## src/rtl/key_debounce.sv

```systemverilog
// key_debounce
//   Samples KEY_W active-low push-buttons, debounces each with its own filter
//   FSM and emits one-cycle press / release / long-press pulses plus the index
//   of the lowest key that produced a press pulse.
//
// Parameters
//   KEY_W      number of keys (1..8)
//   CNT_MAX    filter period minus 1, in clk cycles
//   LONG_TICKS filter periods held down before key_long fires (0 = disabled)
//
// Ports
//   clk          system clock
//   rst          synchronous reset, active-high
//   key_n        raw buttons, asynchronous, 0 = pressed
//   key_state    debounced level, 1 = pressed
//   key_press    one-cycle pulse per key on debounced press
//   key_release  one-cycle pulse per key on debounced release
//   key_long     one-cycle pulse per key, at most once per press, on long hold
//   key_valid    one-cycle pulse when any key_press bit is set
//   key_code     index of lowest key pulsing key_press; holds otherwise
module key_debounce #(
  parameter int unsigned KEY_W      = 4,
  parameter logic [19:0] CNT_MAX    = 20'd999_999,
  parameter logic [7:0]  LONG_TICKS = 8'd50
) (
  input  logic             clk,
  input  logic             rst,
  input  logic [KEY_W-1:0] key_n,
  output logic [KEY_W-1:0] key_state,
  output logic [KEY_W-1:0] key_press,
  output logic [KEY_W-1:0] key_release,
  output logic [KEY_W-1:0] key_long,
  output logic             key_valid,
  output logic [2:0]       key_code
);

  typedef enum logic [1:0] {
    IDLE  = 2'd0,
    PFILT = 2'd1,
    DOWN  = 2'd2,
    RFILT = 2'd3
  } state_t;

  logic [KEY_W-1:0] sync1;
  logic [KEY_W-1:0] ks;
  state_t           st   [KEY_W];
  logic [19:0]      cnt  [KEY_W];
  logic [7:0]       lcnt [KEY_W];

  logic [KEY_W-1:0] press_nxt;
  logic [2:0]       code_nxt;
  logic             code_hit;

  // Two-flop synchronizer; released (1) after reset.
  always_ff @(posedge clk) begin
    if (rst) begin
      sync1 <= '1;
      ks    <= '1;
    end else begin
      sync1 <= key_n;
      ks    <= sync1;
    end
  end

  // Press condition is needed by both the per-key FSMs and the shared
  // key_valid/key_code encoder, so it is decoded once here.
  always_comb begin
    press_nxt = '0;
    for (int unsigned i = 0; i < KEY_W; i++) begin
      press_nxt[i] = (st[i] == PFILT) && !ks[i] && (cnt[i] == CNT_MAX);
    end
  end

  always_comb begin
    code_nxt = key_code;
    code_hit = 1'b0;
    for (int unsigned i = 0; i < KEY_W; i++) begin
      if (press_nxt[i] && !code_hit) begin
        code_nxt = 3'(i);
        code_hit = 1'b1;
      end
    end
  end

  always_ff @(posedge clk) begin
    if (rst) begin
      for (int unsigned i = 0; i < KEY_W; i++) begin
        st[i]   <= IDLE;
        cnt[i]  <= '0;
        lcnt[i] <= '0;
      end
      key_state   <= '0;
      key_press   <= '0;
      key_release <= '0;
      key_long    <= '0;
      key_valid   <= 1'b0;
      key_code    <= '0;
    end else begin
      key_press   <= press_nxt;
      key_valid   <= |press_nxt;
      key_code    <= code_nxt;
      key_release <= '0;
      key_long    <= '0;
      for (int unsigned i = 0; i < KEY_W; i++) begin
        case (st[i])
          IDLE: begin
            if (!ks[i]) begin
              st[i]  <= PFILT;
              cnt[i] <= '0;
            end
          end
          PFILT: begin
            if (ks[i]) begin
              st[i] <= IDLE;
            end else if (press_nxt[i]) begin
              st[i]        <= DOWN;
              cnt[i]       <= '0;
              lcnt[i]      <= '0;
              key_state[i] <= 1'b1;
            end else begin
              cnt[i] <= cnt[i] + 20'd1;
            end
          end
          DOWN: begin
            if (ks[i]) begin
              st[i]  <= RFILT;
              cnt[i] <= '0;
            end else if (cnt[i] == CNT_MAX) begin
              cnt[i] <= '0;
              // lcnt saturates at LONG_TICKS, so the pulse fires only on the
              // wrap that first reaches it; LONG_TICKS=0 never increments.
              if (lcnt[i] != LONG_TICKS) begin
                lcnt[i] <= lcnt[i] + 8'd1;
                if ((lcnt[i] + 8'd1) == LONG_TICKS) begin
                  key_long[i] <= 1'b1;
                end
              end
            end else begin
              cnt[i] <= cnt[i] + 20'd1;
            end
          end
          RFILT: begin
            if (!ks[i]) begin
              // Release glitch: resume holding, long-press progress kept.
              st[i]  <= DOWN;
              cnt[i] <= '0;
            end else if (cnt[i] == CNT_MAX) begin
              st[i]          <= IDLE;
              key_release[i] <= 1'b1;
              key_state[i]   <= 1'b0;
            end else begin
              cnt[i] <= cnt[i] + 20'd1;
            end
          end
          default: st[i] <= IDLE;
        endcase
      end
    end
  end

endmodule
```

## config.mk

```make
export PLATFORM = sky130hd
export DESIGN_NAME = key_debounce
export DESIGN_NICKNAME = d
export VERILOG_FILES = /design/src/rtl/key_debounce.sv
export SDC_FILE = /design/constraint.sdc
export NUM_CORES = 1
export LEC_CHECK = 0
export ABC_AREA = 1
export CORE_AREA = 2 2 127 129
export DETAILED_ROUTE_END_ITERATION = 6
export DIE_AREA = 0 0 129 131
export GPL_TIMING_DRIVEN = 0
export PLACE_DENSITY = 0.86
export SYNTH_ARGS = -nofsm -noshare
export SYNTH_HDL_FRONTEND = slang
export SYNTH_SLANG_ARGS = --single-unit
```

## constraint.sdc

```tcl
create_clock -name clk -period 2.63 [get_ports clk]
set_input_delay 0.526 -clock clk [delete_from_list [all_inputs] [get_ports clk]]
set_output_delay 0.526 -clock clk [all_outputs]
set_load 0.1 [all_outputs]
```

Yosys cells after proc, flatten, opt, wreduce, memory -nomap -nowiden. Memories as Yosys holds them, arrays and structs flattened. Index checks and enable logic that the tools add are counted. Widths: inputs -> output; s select.

Bits of input ports: 6. Bits in latches: 0. Memory bits (read-only): 0. Memories: 3. Logic and storage cells: 465. Bits in writable memories: 120. Register bits after elaboration: 27.

Memories: cnt (depth 4, width 20, read ports 4, clocked after memory_dff 0, wr ports 4, line 47) `logic [19:0] cnt [KEY_W];`; lcnt (depth 4, width 8, read ports 4, clocked after memory_dff 0, wr ports 4, line 48) `logic [7:0] lcnt [KEY_W];`; st (depth 4, width 2, read ports 4, clocked after memory_dff 0, wr ports 4, line 46) `state_t st [KEY_W];`.

Reduce and logical (&&, ||, !) cells: 36. Multiplexer cells: 288. Shift-type cells: 0. $lt $le $gt $ge: 0. $add $sub $neg: 8. $mul: 0. Eq/ne operators: 40. Divide/modulo/power cells: 0. Bitwise operators: 76.

Operators by type and width (number): $mux 20 (32); $mux 1 (216); $add 20x1->20 const B (4); $eq 20x20->1 const B (4); $mux 8 (8); $or 1x1->1 (64); $mux 2 (28); $add 8x1->8 const B (4); $eq 8x6->1 const B (4); $ne 2x2->1 const B (16); $ne 8x6->1 const B (4); $reduce_and 5->1 (4); $reduce_or 5->1 (4); $eq 2x2->1 const B (8); $not 1->1 (12); $logic_and 1x1->1 (11); $eq 2x1->1 const B (4); $logic_not 2->1 (4); $pmux 1 s2 (4); $reduce_bool 2->1 (4); $logic_not 1->1 (7); $reduce_bool 4->1 (1); $reduce_or 4->1 (1).

Logic depth before layout (Yosys ltp). Gate-level depths: netlist (run 1). An unclocked memory read counts as a cell.

Word-level depth: 16. Depth in mapped cells: 10.

Worst setup path before layout (run 1). No wires, ideal clock.

Path kind: register to register. Start point: memory cnt[3][0]. End point: memory cnt[3][0], enable pin. Data arrival time: 2.430 ns. Setup time: 0.425 ns. Data required time: 2.205 ns. Path slack: -0.225 ns. Stages on the path, launching flop included: 7. Buffers on the path: 0. Clock period less this slack: 2.855 ns. Path through: edfxtp_1 > ha_1 > nand3_2 > nor2_4 > nand3_2 > inv_2 > o21ai_0.

RTL lines (line): start: declaration (47).

Worst setup path in the final report (run 1).
Start point: register key_state[0]. End point: output key_state[0].

RTL lines: start: declaration (line 29) `output logic [KEY_W-1:0] key_state,`; start signal: assignment (line 92) `key_state <= '0;`; start signal: indexed assignment (line 119) `key_state[i] <= 1'b1;`; start signal: indexed assignment (line 150) `key_state[i] <= 1'b0;`.

No word-level cell between the ends.

==> results of run 1 <==
-- worst min path at each step --
stage | to | cells after the start | from | slack, ps
2_1_floorplan | ks[0] | 1 | sync1[0] | 390
3_3_place_gp | ks[2] | 1 | sync1[2] | 390
3_5_place_dp | ks[2] | 1 | sync1[2] | 390
4_1_cts | ks[1] | 1 | sync1[1] | 400
5_1_grt | ks[3] | 1 | sync1[3] | 420
6_report | ks[1] | 1 | sync1[1] | 400
-- cells in the final DEF, fill, tap and decap left out, types with 11 or more instances in the layout --
cell             count
inv_1              133
nor2_2              16
xnor2_1             22
nor3_1              36
ha_1                16
nand4_1             27
nor2_1             201
nand2_1            185
clkdlybuf4s50_1     24
nand3_1             60
clkbuf_16           18
xor2_1              52
edfxtp_1           120
o21ai_0             11
dfxtp_1             27
-- where the power goes --
group          switching (W)  internal [W]
combinational       0.000390      0.000211
clock               0.000905       0.00141
sequential          0.000212       0.00275
-- routing by layer --
metal | vias up | GRT usage (%)
li1 | 3383 | -
met1 | 3105 | 26.3
met2 | 161 | 38.5
met3 | 27 | 4.32
met4 | 0 | 7.48
met5 | - | 0
-- registers in the layout, indices dropped and copies added (netlist names) --
register,count
key_valid,1
st,8
key_state,4
key_code,2
cnt,80
sync1,4
lcnt,32
key_release,4
key_press,4
key_long,4
ks,4
-- cells in the mapped netlist, drive strengths merged --
library cell	count	area share, %
nor3b	4	0.60
o22ai	3	0.22
clkbuf	1	0.044
o21a	2	0.18
inv	140	6.1
dfxtp	27	6.3
or2	10	0.73
o2111ai	2	0.21
conb	1	0.044
a211oi	1	0.088
xor2	52	5.3
o211ai	3	0.26
nand3b	4	0.35
nand3	70	4.6
nand2	189	8.5
nand4	28	2.2
and2	1	0.073
a31oi	3	0.22
xnor2	22	2.3
nor2	223	11
o21bai	1	0.088
a21oi	10	0.63
ha	16	2.3
edfxtp	120	42
buf	13	1.1
o21ai	17	1.1
nor3	46	3.4
-- cell families after synthesis --
group | count (synthesis) | synth area share, %
AND/OR/NAND/NOR | 575 | 31.3
AO/OA/AOI/OAI | 42 | 2.97
other | 1 | 0.0439
buffers and inverters | 154 | 7.31
adder cells (fa/ha/maj) | 16 | 2.34
XOR/XNOR | 74 | 7.58
flip-flops | 147 | 48.5
-- through the flow --
step	setup WS (ps)	power (W)	hold WS [ps]	instance area [um2]
after detailed placement	-934	0.00358	395	9090
after global placement	-893	0.00354	391	9060
final	145	0.00587	395	9680
after global routing	87.9	0.00609	420	9680
after floorplan	153	0.00340	389	8550
after CTS	116	0.00588	402	9680
-- cell type report --
type                       instances  area (um2)  area share, %
buffer                            14        98.8           1.02
clock buffer                      28         508           5.25
clock inverter                     4        48.8          0.504
inverter                         140         526           5.43
multi-input combinational        709        3790           39.2
sequential                       147        4140           42.8
tap                              216         270           2.79
timing repair buffer              30         293           3.02
-- repair_timing --
item,CTS,global route
gates resized for setup,0,1
endpoints found under the setup margin,20,20
setup buffers,3,0
pin swaps,2,0
cloned,1,0
==> reports/metrics.yaml, run 1 <==
outcome: "finished clean"
dieHeight_um: 131
place_inst: 1252
worst_endpoint_data_arrival_time_ps: 1960
clock_tree_from_tritoncts: "done"
setup_viol: 0
syn-instance-count: 1009
timing.fmax_mhz: 402
cts_root_buffer: "clkbuf_16"
floorplan.initialDensity_pct: 54.8
post_route_cells_drive_above_1_share_pct: 10.5
crit_path_max_incr_delay_ps: 1150
largest_buffer_count_on_any_clock_path: 2
final_instance_count_excl_fillers: 1288
number_of_antenna_cells_inserted: 0
startpoint_type: "flip-flop"
floorplan.core_area_mm2: 0.0156
mappedNetlistNets: 1031
critical_path_cell_count: 1
die-area_mm2: 0.0169
grt_antenna_before_repair: 0
via_count: 6676
pin_count: 26
number_of_global_route_vias_before_repair: 6471
hold_buffers: 0
crit-reg2reg-launch: "cnt[1][0]"
drt.antenna.violating_nets: 0
grt_util_all_layers_pct: 21.6
clock_insertion_delay_worst_skew_ps: 430
postLayoutCoreUtil_pct: 62.1
worst_slew_pin_slew_ps: 972
maxCapViolations: 0
gpl.final_weighted_congestion: 0.902
grt_max_degree: 21
cp-startpoint: "key_state[0]"
port_buffers: 24
inserted_clock_buffers: 17
reg2reg_setup_slack_ps: 440
areaGrowthSynthToFinish_pct: 13.3
synth.avg_cell_area_um2: 8.47
met3_wirelength_um: 727
final_hold_viol_count: 0
dp_hpwl_mm: 12.1
drt-initial-drc-count: 504
post_drt_via_cell_ratio: 5.18
ff2ff_path_depth: 7
grt_remaining_overflow: 0
power.static_leakage_nw: 3.90
vdd_drop_max_uv: 546
syn-cell-area_mm2: 0.00855
crit_required_ps: 2100
layout.filler_cells: 1262
critical_path.endpoint: "key_state[0]"
synth_cell_types: 45
power.density_cell_area_mw_per_mm2: 606
die_x_um: 129
relSlewSlack_pct: 35.0
rsz0062_at_grt: "no"
routed_wire_length_mm: 17.0
wire_per_inst_um: 13.2
rows: 46
crit_path_max_fanout: 2
fin_worst_skew_ps: 15.2
path_class: "reg -> out"
synthesis_stage_register_bit_count: 147
topRoutingLayerUsed: "met4"
layout_min_cycle_time_ps: 2480
nNetsFinal: 1081
timing.hold.worst.class: "reg -> reg"
cpMaxStageDelayCell: "clkdlybuf4s50_1"
clk_pin_slew_worst_paths_ps: 60
layout_worst_path_cycle_share_pct: 94.5
detailedRoute.firstPassIterationCount: 5
wl_met1_mm: 7.52
ys_seq_area_share_pct: 48.5
crit-reg2reg-capture: "lcnt[1][7]"
yosys_warnings: 0
critical_path_buf_inv_count: 1
critPathCaptureType: "output pin"
cts_num_sinks: 147
path_cells: "clkdlybuf4s50_1"
fin_setup_tns_ps: 0
met2_length_mm: 8.50
drt_drc_violations_left: 0
cts_htree_levels: 4
drv_slew: 0
global_route_wire_length_before_repair_mm: 29.0
cp_top_family: "buffers and inverters"
No activity file was read; power rests on OpenSTA's default activity.
==> inputs of run 2 (changes only) <==
Settings changed: CORE_AREA 2 2 127 129 to 2 2 104 157, DIE_AREA 0 0 129 131 to 0 0 106 159, PLACE_DENSITY 0.86 to 0.85.
==> run 2 against run 1 <==
  * Maximum frequency up 0.16%
  * Utilization up 0.096 points
  * Register-to-register slack worse by 40 ps
  * Critical endpoint is now key_state[3]
  * Highest routed layer unchanged
==> reports/metrics.yaml, run 2 (same netlist as run 1, synthesis figures left out) <==
outcome: "finished clean"
vdd_drop_max_uv: 404
dp_hpwl_mm: 12.3
die_x_um: 106
wl_met1_mm: 6.99
timing.fmax_mhz: 403
hold_buffers: 0
fin_worst_skew_ps: 9.91
timing.hold.worst.class: "reg -> reg"
port_buffers: 24
worst_endpoint_data_arrival_time_ps: 1950
post_route_cells_drive_above_1_share_pct: 10.7
drt_drc_violations_left: 0
largest_buffer_count_on_any_clock_path: 2
cpMaxStageDelayCell: "clkdlybuf4s50_1"
pin_count: 26
most-common-layout-cells: "nor2_1, nand2_1, inv_1"
final_hold_viol_count: 0
path_class: "reg -> out"
die-area_mm2: 0.0169
relSlewSlack_pct: 35.0
cts_root_buffer: "clkbuf_16"
maxCapViolations: 0
grt_antenna_before_repair: 0
critical_path_buf_inv_count: 1
dieHeight_um: 159
ff2ff_path_depth: 7
power.static_leakage_nw: 3.87
largest_register_ff_count: 80
crit_path_max_fanout: 2
mostFrequentLayoutCell: "nor2_1"
layout_min_cycle_time_ps: 2480
crit_required_ps: 2100
clock_tree_from_tritoncts: "done"
finalPower_w: 0.00576
nNetsFinal: 1079
global_route_wire_length_before_repair_mm: 29.5
post_drt_via_cell_ratio: 5.30
detailedRoute.firstPassIterationCount: 5
routed_wire_length_mm: 17.3
layout_worst_path_cycle_share_pct: 94.3
number_of_global_route_vias_before_repair: 6747
clk_pin_slew_worst_paths_ps: 60
cts_htree_levels: 4
rsz0062_at_grt: "no"
floorplan.initialDensity_pct: 55.2
final_instance_count_excl_fillers: 1272
cp_top_family: "buffers and inverters"
critical_path_cell_count: 1
crit-reg2reg-launch: "cnt[1][0]"
via_count: 6743
wire_per_inst_um: 13.6
cts_num_sinks: 147
drt.antenna.violating_nets: 0
grt_remaining_overflow: 0
met2_length_mm: 9.21
clock_insertion_delay_worst_skew_ps: 420
topRoutingLayerUsed: "met4"
crit_path_max_incr_delay_ps: 1160
floorplan.core_area_mm2: 0.0155
rows: 56
worst_slew_pin_slew_ps: 972
reg.largest.list: "cnt x80, lcnt x32, st x8"
met3_wirelength_um: 568
reg2reg_setup_slack_ps: 400
power.density_cell_area_mw_per_mm2: 598
areaGrowthSynthToFinish_pct: 12.6
crit-reg2reg-capture: "lcnt[1][3]"
gpl.final_weighted_congestion: 0.882
inserted_clock_buffers: 17
critPathCaptureType: "output pin"
number_of_antenna_cells_inserted: 0
startpoint_type: "flip-flop"
min_path_cells: 1
min_delay_worst_endpoint: "ks[0]"
largest_register: "cnt"
setup_viol: 0
drt-initial-drc-count: 508
drv_slew: 0
worst_hold_startpoint: "sync1[0]"
path_cells: "clkdlybuf4s50_1"
grt_util_all_layers_pct: 21.5
grt_max_degree: 21
place_inst: 1239
## run 2: final cells by class
cell class / count / area, um2
Fill cell: 1240 / 5860
Multi-Input combinational cell: 709 / 3790
Tap cell: 203 / 254
Clock inverter: 11 / 92.6
Timing Repair Buffer: 29 / 285
Sequential cell: 147 / 4140
Clock buffer: 20 / 437
Inverter: 140 / 526
Buffer: 13 / 95.1
## run 2: worst max path at each step
stage,start,endpoint,slack (ps)
CTS,rst,lcnt[2][3],20
floorplan,cnt[0][0],cnt[0][0],150
finish,key_state[3],key_state[3],150
global placement,rst,cnt[1][19],-920
global route,key_code[0],key_code[0],120
detailed placement,rst,cnt[1][15],-980
## run 2: layer usage
metal  vias to the layer above  global-route usage, %
li1                       3375                      -
met1                      3141                   23.7
met2                       179                   39.5
met3                        48                   4.05
met4                         0                   9.63
met5                         -                      0
## run 2: repair_timing
action / in CTS / in global routing
pin swaps: 2 / 0
setup endpoints to repair: 20 / 36
gates resized for setup: 0 / 1
hold endpoints to repair: 0 / 0
cloned: 1 / 0
setup buffers: 2 / 0
## run 2: metrics by stage
step / util (%) / hold slack (ps) / setup TNS (ps) / setup WS, ps / cell area [um2]
after global placement: 58.4 / 408 / -38820 / -919 / 9040
after detailed placement: 58.6 / 403 / -26030 / -984 / 9070
after floorplan: - / 389 / 0 / 153 / 8550
final: 62.2 / 416 / 0 / 149 / 9630
after CTS: 62.2 / 416 / 0 / 16.3 / 9620
after global routing: 62.2 / 438 / 0 / 122 / 9630
## run 2: power breakdown
part	switching [W]	total [W]	internal [W]	leakage, nW
combinational	0.000390	0.000598	0.000208	2.11
clock	0.000917	0.00220	0.00128	0.251
sequential	0.000212	0.00296	0.00274	1.51
==> inputs of run 3 (changes only) <==
==> constraint.sdc (replaced) <==
create_clock -name clk -period 2.63 [get_ports clk]
set_input_delay 0.526 -clock clk [delete_from_list [all_inputs] [get_ports clk]]
set_output_delay 0.526 -clock clk [all_outputs]
set_load 0.05 [all_outputs]
==> run 3 against run 2 <==
  * The run now ends with design-rule violations left
  * Utilization did not move
  * Clock skew barely moved
  * Via count fell by 0.19%
  * Worst setup slack improved by 240 ps
  * Die area did not move
  * Combinational power barely moved
  * Sequential power barely moved
  * Largest cell class unchanged
==> reports/metrics.yaml, run 3 (same netlist as run 1, synthesis figures left out) <==
outcome: "finished, violations left"
failed_checks: "design-rule violations"
largest_buffer_count_on_any_clock_path: 2
place_inst: 1239
port_buffers: 24
gpl.final_weighted_congestion: 0.882
wire_per_inst_um: 13.6
drt_drc_violations_left: 9
grt_util_all_layers_pct: 21.5
cts_root_buffer: "clkbuf_16"
number_of_antenna_cells_inserted: 0
inserted_clock_buffers: 17
layout_min_cycle_time_ps: 2240
post_drt_via_cell_ratio: 5.29
areaGrowthSynthToFinish_pct: 12.6
reg.largest.list: "cnt x80, lcnt x32, st x8"
dp_hpwl_mm: 12.3
rsz0062_at_grt: "no"
path_class: "in -> reg"
dieHeight_um: 159
vdd_drop_max_uv: 403
grt_max_degree: 21
floorplan.initialDensity_pct: 55.2
via_count: 6730
mostFrequentLayoutCell: "nor2_1"
most-common-layout-cells: "nor2_1, nand2_1, inv_1"
timing.fmax_mhz: 447
final_instance_count_excl_fillers: 1272
startpoint_type: "input port"
number_of_global_route_vias_before_repair: 6748
min_path_cells: 1
largest_register_ff_count: 80
detailedRoute.firstPassIterationCount: 7
worst_slew_pin_slew_ps: 515
clk_pin_slew_worst_paths_ps: 60
post-place-ws_ps: -984
rows: 56
crit_path_max_fanout: 10
final_hold_viol_count: 0
drt.antenna.violating_nets: 0
nNetsFinal: 1079
post-route-worst-setup-slack_ps: 394
maxCapViolations: 0
timing.hold.worst.class: "reg -> reg"
pin_count: 26
crit_required_ps: 2690
setup_viol: 0
critPathCaptureType: "flip-flop"
die_x_um: 106
hold_buffers: 0
layout.filler_cells: 1240
relSlewSlack_pct: 65.6
post_route_cells_drive_above_1_share_pct: 10.7
largest_register: "cnt"
drv_slew: 0
worst_endpoint_data_arrival_time_ps: 2300
ff2ff_path_depth: 7
grt_antenna_before_repair: 0
power.static_leakage_nw: 3.87
cts_num_sinks: 147
power.density_cell_area_mw_per_mm2: 597
clock_tree_from_tritoncts: "done"
grt_remaining_overflow: 0
clock_insertion_delay_worst_skew_ps: 420
drt-initial-drc-count: 490
fin_worst_skew_ps: 9.80
cts_htree_levels: 4
floorplan.core_area_mm2: 0.0155
layout_worst_path_cycle_share_pct: 85.0
die-area_mm2: 0.0169
routed_wire_length_mm: 17.2
global_route_wire_length_before_repair_mm: 29.5
==> run 3: stage by stage <==
stage | hold slack [ps] | power [W] | cell area [um2] | setup TNS [ps] | util (%)
after global routing | 438 | 0.00597 | 9630 | 0 | 62.2
after floorplan | 389 | 0.00340 | 8550 | 0 | -
after CTS | 416 | 0.00576 | 9620 | 0 | 62.2
after detailed placement | 403 | 0.00357 | 9070 | -26030 | 58.6
after global placement | 408 | 0.00353 | 9040 | -38820 | 58.4
final | 416 | 0.00575 | 9630 | 0 | 62.2
==> run 3: final cells by class <==
class / instances / area (um2) / share of cell area [%]
clock buffer: 20 / 437 / 4.54
sequential: 147 / 4140 / 43.1
inverter: 140 / 526 / 5.46
tap: 203 / 254 / 2.64
buffer: 13 / 95.1 / 0.988
clock inverter: 11 / 92.6 / 0.962
multi-input combinational: 709 / 3790 / 39.4
timing repair buffer: 29 / 285 / 2.96
==> run 3: power breakdown <==
part	internal, W	switching [W]
logic	0.000208	0.000386
clock network	0.00128	0.000915
registers	0.00274	0.000212
==> run 3: timing repair <==
item | in CTS | in global routing
setup endpoints to repair | 20 | 36
gates cloned | 1 | 0
gates resized for setup | 0 | 1
endpoints found under the hold margin | 0 | 0
pin swaps | 2 | 0
setup buffers | 2 | 0
==> run 3: worst paths after layout <==
check | startpoint | endpoint | slack (ps)
worst min register to register | sync1[0] | ks[0] | 420
worst max-delay path | rst | lcnt[2][3] | 390
worst max register to register | cnt[1][0] | lcnt[1][1] | 400
worst min-delay path | sync1[0] | ks[0] | 420
==> run 3: layer usage <==
metal	up-vias	track usage [%]	routed length [um]
li1	3370	-	-
met1	3152	23.7	7040
met2	162	39.4	9220
met3	46	4.01	500
met4	0	9.75	496
met5	-	0	0
==> run 3: worst max-delay path, stage by stage <==
cell,delay (ps)
clkdlybuf4s50_1,510
buf_6,200
nor2_2,100
inv_1,80
nor2_1,120
o21ai_0,100
nor2_1,180
inv_2,130
nand3_1,350
